### src/rtl/countdown_timer_if.sv
// -----------------------------------------------------------------------------
// countdown_timer_if
// Command/status bundle of the loadable countdown timer.
//   load        : load load_value into the counter (highest priority command)
//   load_value  : seconds to count down from (0..1023)
//   start       : begin or resume counting
//   pause       : suspend counting, prescaler holds
//   out         : remaining seconds (registered)
//   running     : high while counting
//   done        : one-cycle pulse when out reaches 0 by counting
//   expired     : high while the timer sits at expiry
// master drives commands and observes status; slave is the timer itself.
// -----------------------------------------------------------------------------
interface countdown_timer_if;
    logic       load;
    logic [9:0] load_value;
    logic       start;
    logic       pause;
    logic [9:0] out;
    logic       running;
    logic       done;
    logic       expired;

    modport master (
        output load, load_value, start, pause,
        input  out, running, done, expired
    );

    modport slave (
        input  load, load_value, start, pause,
        output out, running, done, expired
    );
endinterface

### src/rtl/countdown_timer.sv
// -----------------------------------------------------------------------------
// countdown_timer
// Loadable down-counting seconds timer. A prescaler divides clk by `second`
// to produce one tick per second while running; each tick decrements out.
// Reaching zero by counting pulses done for one cycle and parks the block
// in EXPIRED until a new load or reset.
// Ports:
//   clk   : system clock, rising edge
//   rst_n : synchronous active-low reset
//   bus   : countdown_timer_if.slave (load/load_value/start/pause in,
//           out/running/done/expired out, all outputs registered)
// Parameter:
//   second : clock cycles per one-second tick (>= 2)
// -----------------------------------------------------------------------------
module countdown_timer #(
    parameter int unsigned second = 32'd50_000_000
) (
    input  logic              clk,
    input  logic              rst_n,
    countdown_timer_if.slave  bus
);

    localparam int unsigned          PRESC_W   = $clog2(second);
    localparam logic [PRESC_W-1:0]   PRESC_MAX = PRESC_W'(second - 32'd1);

    typedef enum logic [1:0] {
        ST_IDLE    = 2'd0,
        ST_RUN     = 2'd1,
        ST_PAUSED  = 2'd2,
        ST_EXPIRED = 2'd3
    } state_t;

    state_t               state_r;
    state_t               state_next_s;
    logic [9:0]           out_r;
    logic [9:0]           out_next_s;
    logic [PRESC_W-1:0]   presc_r;
    logic [PRESC_W-1:0]   presc_next_s;
    logic                 done_r;
    logic                 done_next_s;
    logic                 running_r;
    logic                 expired_r;

    // Next-state, next-count and done-pulse decode; load overrides every state.
    always_comb begin
        state_next_s = state_r;
        out_next_s   = out_r;
        presc_next_s = presc_r;
        done_next_s  = 1'b0;

        if (bus.load) begin
            out_next_s   = bus.load_value;
            presc_next_s = '0;
            state_next_s = ST_IDLE;
        end else begin
            case (state_r)
                ST_IDLE: begin
                    // Starting from zero would expire without counting; ignore it.
                    if (bus.start && (out_r != 10'd0)) begin
                        state_next_s = ST_RUN;
                    end else begin
                        state_next_s = ST_IDLE;
                    end
                end
                ST_RUN: begin
                    if (bus.pause) begin
                        // Pause beats a coincident tick: prescaler keeps its value.
                        state_next_s = ST_PAUSED;
                    end else if (presc_r == PRESC_MAX) begin
                        presc_next_s = '0;
                        if (out_r > 10'd1) begin
                            out_next_s = out_r - 10'd1;
                        end else begin
                            // Last second consumed: zero is terminal, never wraps.
                            out_next_s   = 10'd0;
                            state_next_s = ST_EXPIRED;
                            done_next_s  = (out_r == 10'd1);
                        end
                    end else begin
                        presc_next_s = presc_r + PRESC_W'(1);
                    end
                end
                ST_PAUSED: begin
                    // start wins over a simultaneous pause.
                    if (bus.start) begin
                        state_next_s = ST_RUN;
                    end else begin
                        state_next_s = ST_PAUSED;
                    end
                end
                ST_EXPIRED: begin
                    out_next_s   = 10'd0;
                    state_next_s = ST_EXPIRED;
                end
                default: begin
                    out_next_s   = 10'd0;
                    presc_next_s = '0;
                    state_next_s = ST_IDLE;
                end
            endcase
        end
    end

    // State, counter, prescaler and registered status outputs.
    always_ff @(posedge clk) begin
        if (!rst_n) begin
            state_r   <= ST_IDLE;
            out_r     <= 10'd0;
            presc_r   <= '0;
            done_r    <= 1'b0;
            running_r <= 1'b0;
            expired_r <= 1'b0;
        end else begin
            state_r   <= state_next_s;
            out_r     <= out_next_s;
            presc_r   <= presc_next_s;
            done_r    <= done_next_s;
            running_r <= (state_next_s == ST_RUN);
            expired_r <= (state_next_s == ST_EXPIRED);
        end
    end

    assign bus.out     = out_r;
    assign bus.running = running_r;
    assign bus.done    = done_r;
    assign bus.expired = expired_r;

endmodule
### src/flat_wrapper.sv
// flat-port wrapper written by rule: the top's interface ports become plain ports
module countdown_timer_flat 
#(
    parameter int unsigned second = 32'd50_000_000
)
  (clk, rst_n, bus_load, bus_load_value, bus_start, bus_pause, bus_out, bus_running, bus_done, bus_expired);
  countdown_timer_if bus_i ();
  input  logic clk;
  input  logic rst_n;
  input wire logic [$bits(bus_i.load)-1:0] bus_load;
  input wire logic [$bits(bus_i.load_value)-1:0] bus_load_value;
  input wire logic [$bits(bus_i.start)-1:0] bus_start;
  input wire logic [$bits(bus_i.pause)-1:0] bus_pause;
  output wire logic [$bits(bus_i.out)-1:0] bus_out;
  output wire logic [$bits(bus_i.running)-1:0] bus_running;
  output wire logic [$bits(bus_i.done)-1:0] bus_done;
  output wire logic [$bits(bus_i.expired)-1:0] bus_expired;
  assign bus_i.load = bus_load;
  assign bus_i.load_value = bus_load_value;
  assign bus_i.start = bus_start;
  assign bus_i.pause = bus_pause;
  assign bus_out = bus_i.out;
  assign bus_running = bus_i.running;
  assign bus_done = bus_i.done;
  assign bus_expired = bus_i.expired;
  countdown_timer #(.second(second)) u_core (.clk(clk), .rst_n(rst_n), .bus(bus_i));
endmodule
### config.mk
export PLATFORM = sky130hd
export DESIGN_NAME = countdown_timer_flat
export DESIGN_NICKNAME = d
export VERILOG_FILES = /design/src/rtl/countdown_timer_if.sv /design/src/rtl/countdown_timer.sv /design/src/flat_wrapper.sv
export SDC_FILE = /design/constraint.sdc
export NUM_CORES = 1
export LEC_CHECK = 0
export CORE_ASPECT_RATIO = 1.25
export CORE_MARGIN = 2
export CORE_UTILIZATION = 40
export CTS_CLUSTER_DIAMETER = 200
export DETAILED_ROUTE_END_ITERATION = 7
export GPL_ROUTABILITY_DRIVEN = 0
export PLACE_DENSITY_LB_ADDON = 0.08
export SLEW_MARGIN = 5
export SYNTH_ARGS = -nofsm -noshare
export SYNTH_HDL_FRONTEND = slang
export SYNTH_SLANG_ARGS = --single-unit
### constraint.sdc
create_clock -name clk -period 1.85 [get_ports clk]
set_input_delay 0.37 -clock clk [delete_from_list [all_inputs] [get_ports clk]]
set_output_delay 0.37 -clock clk [all_outputs]
set_load 0.1 [all_outputs]
# [Yosys cells after proc, flatten, opt, wreduce, memory -nomap -nowiden]
# Cells that the tools add are included.
[totals] regBits=41 inputBits=15
[classes] n_addsub=2 n_lt_le_gt_ge=1 n_eq_ne=9 mux=13 bitwise_logic=4 n_reduce_logical=8
[op_table] op="$mux W10" n=4
[op_table] op="$add A26 B1 Y26 const B" n=1
[op_table] op="$eq A26 B26 Y1 const B" n=1
[op_table] op="$mux W26" n=1
[op_table] op="$pmux W10 S2" n=1
[op_table] op="$eq A10 B1 Y1 const B" n=1
[op_table] op="$gt A10 B1 Y1 const B" n=1
[op_table] op="$mux W2" n=5
[op_table] op="$reduce_bool A10 Y1" n=1
[op_table] op="$sub A10 B1 Y10 const B" n=1
[op_table] op="$pmux W2 S4" n=1
[op_table] op="$eq A2 B2 Y1 const B" n=3
[op_table] op="$reduce_or A6 Y1" n=1
[op_table] op="$eq A2 B1 Y1 const B" n=2
[op_table] op="$not A1 Y1" n=4
[op_table] op="$ne A3 B2 Y1 const B" n=1
[op_table] op="$ne A3 B3 Y1 const B" n=1
[op_table] op="$reduce_and A3 Y1" n=1
[op_table] op="$reduce_bool A3 Y1" n=1
[op_table] op="$logic_not A2 Y1" n=1
[op_table] op="$reduce_and A2 Y1" n=1
[op_table] op="$reduce_or A2 Y1" n=1
[op_table] op="$logic_and A1 B1 Y1" n=1
[op_table] op="$mux W1" n=1

# [Longest topological paths before layout]
# Gate-level depths: netlist (run 1).
[logic_depth] ltp_word=7 depth_mapped=8 mapped_depth_nobuf=7

# [Worst setup path after synthesis (run 1)]
# Ideal clock, no wire load.
[synth_timing] path_type="register to register" startpoint="register u_core.out_r[0], in the netlist u_core.bus.out[0]" endpoint="register u_core.out_r[9], in the netlist u_core.bus.out[9]" setup_ps=68 arrival_time_ps=2461 setup_slack_ps=-680 path_stages_with_launch=8 n_path_buf=0 period_less_slack_ps=2530 path_cell_list="dfxtp_1 inv_1 ha_1 or2_2 and4_1 nand2b_1 a2bb2oi_1 a21oi_2"
[synth_between] elab_chain_len=6 elab_cells_between_ends=7 cone_classes="add/sub (1); order compare (1); mux (5)"
[synth_lines] element="start: declaration" line="countdown_timer.sv:35" rtl="logic [9:0] out_r;"
[synth_lines] element="start signal: assignment" line="countdown_timer.sv:115" rtl="out_r <= out_next_s;"
[synth_lines] element="$sub A10 B1 Y10 or $gt A10 B1 Y1 (tied branches)" line="countdown_timer.sv:72, countdown_timer.sv:71"
[synth_lines] element="$mux W10 (*)" line="countdown_timer.sv:71" rtl="if (out_r > 10'd1) begin"
[synth_lines] element="$mux W10 (*)" line="countdown_timer.sv:69" rtl="end else if (presc_r == PRESC_MAX) begin"
[synth_lines] element="$mux W10 (*)" line="countdown_timer.sv:66" rtl="if (bus.pause) begin"
[synth_lines] element="$pmux W10 S2 (*)" line="countdown_timer.sv:56" rtl="case (state_r)"
[synth_lines] element="$mux W10 (*)" line="countdown_timer.sv:51" rtl="if (bus.load) begin"
# Mark *: on every way between the ends. The rest lies on a longest branch, timed or not. The select of a mux whose other input is x is not followed.
# A chain may end at the register's enable or synchronous reset.

# [Worst setup path after layout (run 1)]
[layout_timing] startpoint="register u_core.presc_r[8]" endpoint="register u_core.out_r[3], in the netlist u_core.bus.out[3]"
[layout_between] elab_chain_len=3
[layout_lines] element="start: declaration" line="countdown_timer.sv:37" rtl="logic [PRESC_W-1:0] presc_r;"
[layout_lines] element="start signal: assignment" line="countdown_timer.sv:116" rtl="presc_r <= presc_next_s;"
[layout_lines] element="$eq A26 B26 Y1" line="countdown_timer.sv:69"
[layout_lines] element="$ne A3 B2 Y1 (no line)"
[layout_lines] element="$reduce_and A3 Y1 (no line)"
# No other way between the ends.

==> results of run 1 <==
==> Yosys cell counts, drive strengths merged, types with 2 or more instances <==
cell	n	share of area
nand2	16	0.027
nor3	11	0.029
a21o	2	0.0067
xor2	14	0.055
and2	4	0.011
clkbuf	4	0.0067
and3	6	0.018
nand3	17	0.038
a2bb2oi	5	0.019
or3	4	0.011
o21ai	12	0.032
a21oi	13	0.036
or4	6	0.025
dfxtp	41	0.36
buf	5	0.014
inv	6	0.010
nor4b	2	0.011
nor2b	2	0.0056
xnor2	11	0.043
ha	4	0.022
nand4	11	0.033
a21boi	2	0.0067
nor2	31	0.052
nand2b	4	0.011
or4bb	2	0.010
nor4	5	0.021
and4	6	0.024
==> flip-flops by register name, summed over array words and instances, names as in the netlist <==
register,flops
u_core.bus.expired,1
u_core.bus.done,1
u_core.bus.out,10
u_core.presc_r,26
u_core.bus.running,1
u_core.state_r,2
==> critical path, cell delays in order, from the launching register on <==
cell,delay (ns)
dfxtp_2,0.34
or4_4,0.54
nor4_4,0.28
buf_4,0.18
buf_6,0.11
buf_6,0.08
nand4_1,0.10
a32oi_1,0.23
nor2b_1,0.06
==> what timing repair did <==
action | in CTS | in global routing
setup buffers | 8 | 1
gates resized for setup | 29 | 34
pin swaps | 12 | 11
setup endpoints to repair | 38 | 39
gates cloned | 3 | 0
==> stage by stage <==
stage | std cells | hold WS (ns) | power, mW | setup TNS, ns | worst slack (ns)
final | 417 | 0.533 | 2.15 | -3.23 | -0.182
after floorplan | 260 | 0.455 | 1.30 | -1.44 | -0.0918
after CTS | 416 | 0.514 | 2.15 | -3.23 | -0.194
after global placement | 398 | 0.480 | 1.52 | -8.97 | -0.366
after detailed placement | 398 | 0.487 | 1.52 | -9.24 | -0.400
after global routing | 417 | 0.557 | 2.26 | -5.40 | -0.223
==> final timing paths <==
path                                          from                  to  slack (ns)  depth (start not counted)
worst max-delay path             u_core.presc_r[8]   u_core.bus.out[3]       -0.18                          8
worst min register to register  u_core.presc_r[25]  u_core.presc_r[25]        0.53                          2
worst max register to register   u_core.presc_r[8]   u_core.bus.out[3]       -0.18                          8
worst min-delay path            u_core.presc_r[25]  u_core.presc_r[25]        0.53                          2
==> routing by layer <==
| metal | wire length, um | up-vias | share of wire | track usage |
|---|---|---|---|---|
| met4 | 337 | 0 | 0.051 | 0.120 |
| met1 | 2520 | 1093 | 0.38 | 0.240 |
| met2 | 3570 | 62 | 0.53 | 0.416 |
| met3 | 241 | 25 | 0.036 | 0.0380 |
| li1 | - | 1130 | - | - |
| met5 | 0 | - | 0 | 0 |
==> final cells by class <==
cell class                      instances  area (um^2)
Fill cell                             454         1820
Multi-Input combinational cell        204         1620
Timing Repair Buffer                   94          972
Sequential cell                        41          845
Tap cell                               64         80.1
Clock buffer                            5         68.8
Inverter                                6         22.5
Clock inverter                          3         16.3
==> cell families after synthesis <==
family,count (synthesis),share of synthesized area
and+or+nand+nor,133,0.353
AOI/OAI and AO/OA,42,0.132
DFF,41,0.365
xor gates and xnor gates,25,0.0973
buffers and inverters,15,0.0306
adders and majority gates,4,0.0222
==> report_power, final <==
group	internal [mW]	leakage [nW]	total (mW)	switching (mW)
logic	0.284	1.01	0.625	0.342
clock network	0.262	0.0482	0.589	0.328
registers	0.905	0.339	0.938	0.0331
total	1.45	1.39	2.15	0.702
==> summary.txt, run 1 <==
Timing
  • Final worst-path cycle share: 1.10
  • Clk_skew: around 0.012 ns
  • Final Max Tran Viols: 0
  • Final Setup Violations: 37
  • RSZ-0062 raised after global routing: yes
  • Setup ws final: -0.182 ns
  • Max frequency: between 400 and 500 MHz
  • Final Hold Fails: 0
  • Slew @ Worst Pin: 0.454 ns
  • Period minus WS final: 2.03 ns
  • Max_slew headroom: 0.695

Clock tree
  • Worst skew pair latency: ~0.3 ns
  • Clock Pin Slew Worst Setup and Hold Paths: 0.09 ns
  • TritonCTS Buffers: 5
  • Clk root buf: clkbuf_8
  • Buffer depth of the longest clock path: 2
  • Clock sink total: just over 40
  • TritonCTS clock tree: done
  • Number of H-tree levels: 2
  • Post-CTS Hold Fix Bufs: 0

Synthesis
  • Post-synth EDFFs: 0
  • Seq/Total Area, Yosys: 0.365
  • Post-Syn Area: 2250 um^2
  • Fraction of registers with async set/reset: 0
  • Avg Inst Size Synth: 8.65 um^2
  • Synth cell types: between 50 and 60
  • Cell count after synthesis: 260
  • Syn Nets: 279
  • Yosys Warn Count: 0
  • Top FF cell, synth: dfxtp_1
  • Yosys reg bits: just over 40

Pwr
  • Static leakage: roughly 1.4 nW
  • Pwr Density: about 600 nW/um^2
  • Peak supply drop: between 0.3 and 0.4 mV

Worst setup path
  • Worst Setup End Kind: flip-flop
  • WP data arrival: about 2.2 ns
  • CP required: between 2 and 2.5 ns
  • Crit path kind: flip-flop to flip-flop
  • CP max FO: 3
  • Critical Path Source Type: flip-flop

Global route
  • Total GRT Usage: 0.224
  • Largest net degree at the start of global routing: 14
  • Vias in the first global route: 2341
  • Grt ovf: 0
  • First-pass GRT wire length: ~11000 um
  • Initial antenna violation count: 0

Placement
  • DP Area: between 3000 and 4000 um^2
  • Hpwl dp: 4660 um
  • Port bufs: 27

Floorplan
  • Placement row count: 30
  • CORE AREA: approximately 5400 um^2
  • Num ports: 28
  • Die width: slightly above 70 um
  • Die area: approximately 6200 um^2
  • Starting density of the core: 0.413
  • Die height: 87.8 um

Routing
  • DR DRC count: 0
  • Post-route ant nets: 0
  • TritonRoute pass-1 iters: 4
  • Drt total wl: about 6700 um
  • Initial DRC count: 98
  • Via count: 2310
  • Via/cell ratio: between 5 and 6
  • WL/cell: around 16 um

Finish
  • Nets: 371
  • Most frequent cells in the layout: 60 x buf_4, 26 x dfxtp_1, 16 x nor2_2, 15 x nand2_1, 14 x nand3_1
  • Area grow syn2layout: 61.0%
  • Post-route design area: between 3000 and 4000 um^2
  • Post-layout util: 0.665
  • Most common cell after layout, fill and taps aside: buf_4
  • Share of cells above drive strength 1: 0.479
  • ANT cells: 0

Status
  • Status: complete, but fails checks
  • Failing checks: setup timing

Flow run
  • Max Cap Viol: 0

Hold path
  • Min-Delay Path Class: flip-flop to flip-flop
No activity file was read; power rests on OpenSTA's default activity.
==> inputs of run 2 (changes only) <==
Settings changed: CTS_CLUSTER_DIAMETER 200 to default.
==> results of run 2 <==
The final DEF is identical to that of run 1; final timing and power are the same.
==> inputs of run 3 (changes only) <==
Settings changed: PLACE_DENSITY_LB_ADDON 0.08 to default.
==> run 3 against run 2 <==
Against the previous run: the run still ends with setup timing left; critical path depth down 2; hold slack worse by 0.012 ns; cell count down 2.4%; clock skew is 0.0044 ns lower; via count is 4.1% lower; largest power group unchanged; highest routed layer unchanged.
==> summary.txt, run 3 (synthesized netlist as in run 1, its figures left out) <==
Finish
  • Post-route design area: 3540 um^2 (-2.3%)
  • ANT cells: 0 (unchanged)
  • FILL cells: 447 (-1.5%)
  • Most frequent cells in the layout: 50 x buf_4, 26 x dfxtp_1, 17 x nor2_2, 15 x nand2_1
  • Register with the most flip-flops: u_core.presc_r
  • Area grow syn2layout: 57.2%
  • Share of cells above drive strength 1: 0.455 (-0.0239)
  • Area of the multi-input gates: 1590 um^2 (-1.5%)
  • Post-layout util: 0.650 (-0.0154)
  • Most common cell after layout, fill and taps aside: buf_4
  • Nets: 361 (-2.7%)
  • Register area: 845 um^2 (unchanged)
  • Non-Filler Instances: 407 (-2.4%)
  • Max reg flops: 26 (unchanged)

Status
  • Failing checks: setup timing
  • Status: complete, but fails checks

Clock tree
  • Clk root buf: clkbuf_8
  • Number of H-tree levels: 2 (unchanged)
  • TritonCTS Buffers: 5 (unchanged)
  • Worst skew pair latency: 0.29 ns (about the same)
  • Buffer depth of the longest clock path: 2 (unchanged)
  • TritonCTS clock tree: done
  • Clock Pin Slew Worst Setup and Hold Paths: 0.08 ns (about the same)
  • Clock sink total: 41 (unchanged)

Floorplan
  • Placement row count: 30 (unchanged)
  • Num ports: 28 (unchanged)
  • Die width: 71.1 um (unchanged)
  • Starting density of the core: 0.413 (unchanged)
  • CORE AREA: 5440 um^2 (unchanged)
  • Die height: 87.8 um (unchanged)
  • Die area: 6240 um^2 (unchanged)

Global route
  • Grt ovf: 0 (unchanged)
  • First-pass GRT wire length: 9860 um (-9.0%)
  • Total GRT Usage: 0.196 (-0.0276)
  • Vias in the first global route: 2180 (-6.9%)
  • Initial antenna violation count: 0 (unchanged)
  • Largest net degree at the start of global routing: 25 (+11)

Timing
  • Slew @ Worst Pin: 0.411 ns (-0.0437 ns)
  • Final Hold Fails: 0 (unchanged)
  • Max_slew headroom: 0.724 (+0.0290)
  • Final Max Tran Viols: 0 (unchanged)
  • Max frequency: 483 MHz (-1.8%)
  • Final Setup Violations: 39 (+5.4%)
  • Final worst-path cycle share: 1.12 (+0.0206)
  • RSZ-0062 raised after global routing: yes
  • Period minus WS final: 2.07 ns (+0.0380 ns)
  • Setup ws final: -0.220 ns (-0.0380 ns)
  • Clk_skew: 0.00803 ns (-0.00442 ns)

Worst setup path
  • CP max FO: 5 (+2)
  • Crit path kind: flip-flop to flip-flop
  • Reg2Reg Depth: 6 (-2)
  • Worst Setup End Kind: flip-flop
  • Critical Path Source Type: flip-flop
  • CP required: 2.07 ns (+0.03 ns)
  • WP data arrival: 2.29 ns (+0.07 ns)

Routing
  • Post-route ant nets: 0 (unchanged)
  • Initial DRC count: 92 (-6.1%)
  • WL/cell: 15.0 um (-6.1%)
  • TritonRoute pass-1 iters: 4 (unchanged)
  • Drt total wl: 6120 um (-8.3%)
  • Via/cell ratio: 5.44 (-1.7%)
  • Via count: 2216 (-4.1%)
  • DR DRC count: 0 (unchanged)

Flow run
  • Max Cap Viol: 0 (unchanged)

Pwr
  • Seq pwr share: 0.423 (-0.013)
  • Pwr Density: 632 nW/um^2 (+6.3%)
  • Peak supply drop: 0.411 mV (+3.9%)
  • Switching Fraction: 0.304 (-0.0218)
  • Sw Pwr: 681 uW (-3.1%)
  • Gate power share: 0.266 (-0.024)
  • Static leakage: 1.33 nW (-4.4%)
  • Clock share of power: 0.311 (+0.037)
  • Total Power: 2.24 mW (+3.9%)
  • Pint: 1.56 mW (+7.2%)

Placement
  • Port bufs: 27 (unchanged)
  • Hpwl dp: 4460 um (-4.4%)
  • Placed Cells: 391 (-1.8%)
  • DP Area: 3110 um^2 (-1.3%)

Hold path
  • Min-Delay Path Class: flip-flop to flip-flop
  • Hold Path Cell Cnt: 2 (unchanged)
run 3: cell types whose count changed in the layout (fill, tap and decap cells not counted), moves of 3 or more:
cell / change
nor2_4: -4
o21ai_4: +3
clkbuf_16: +4
nor2_1: +3
buf_16: -3
buf_4: -10
run 3: per-stage QoR:
step / worst slack [ns] / TNS, ns / hold WS [ns]
after global placement: -0.339 / -9.55 / 0.475
after floorplan: -0.0918 / -1.44 / 0.455
after CTS: -0.193 / -5.30 / 0.512
final: -0.220 / -6.88 / 0.520
after detailed placement: -0.337 / -9.29 / 0.499
after global routing: -0.297 / -9.17 / 0.545
run 3: repair_timing:
item / in CTS / in global routing
hold buffers: 0 / 0
gates cloned: 0 / 4
buffers inserted: 2 / 2
setup endpoints to repair: 39 / 39
resized for setup: 5 / 48
pin swaps: 3 / 10
run 3: cell type report:
class / instances / area share
Multi-Input combinational cell: 204 / 0.450
Tap cell: 64 / 0.0226
Sequential cell: 41 / 0.239
Timing Repair Buffer: 84 / 0.251
Inverter: 6 / 0.00637
Clock buffer: 8 / 0.0315
run 3: path summary, 6_finish.rpt:
| kind | startpoint | endpoint | slack, ns |
|---|---|---|---|
| worst min-delay path | u_core.presc_r[25] | u_core.presc_r[25] | 0.52 |
| worst min register to register | u_core.presc_r[25] | u_core.presc_r[25] | 0.52 |
| worst max register to register | u_core.presc_r[9] | u_core.bus.out[6] | -0.22 |
| worst max-delay path | u_core.presc_r[9] | u_core.bus.out[6] | -0.22 |
run 3: routing by layer:
layer,wire [um],GRT usage,vias to the layer above
met5,0,0,-
met4,118,0.0806,0
met3,156,0.0322,10
met2,3230,0.357,32
met1,2610,0.228,1061
li1,-,-,1113
run 3: worst max-delay path, cell delays in order, from the launching register on:
cell	delay (ns)
dfxtp_2	0.33
or4_4	0.53
or4_4	0.52
o21ai_4	0.28
buf_12	0.17
o21ai_2	0.05
a21oi_1	0.11
run 3: power by group through the flow:
stage	sequential [mW]	combinational [mW]	clock [mW]
2_1_floorplan	1.09	0.210	0
3_3_place_gp	0.962	0.542	0
3_5_place_dp	0.963	0.543	0
4_1_cts	0.942	0.547	0.707
5_1_grt	0.949	0.629	0.755
6_report	0.945	0.595	0.696
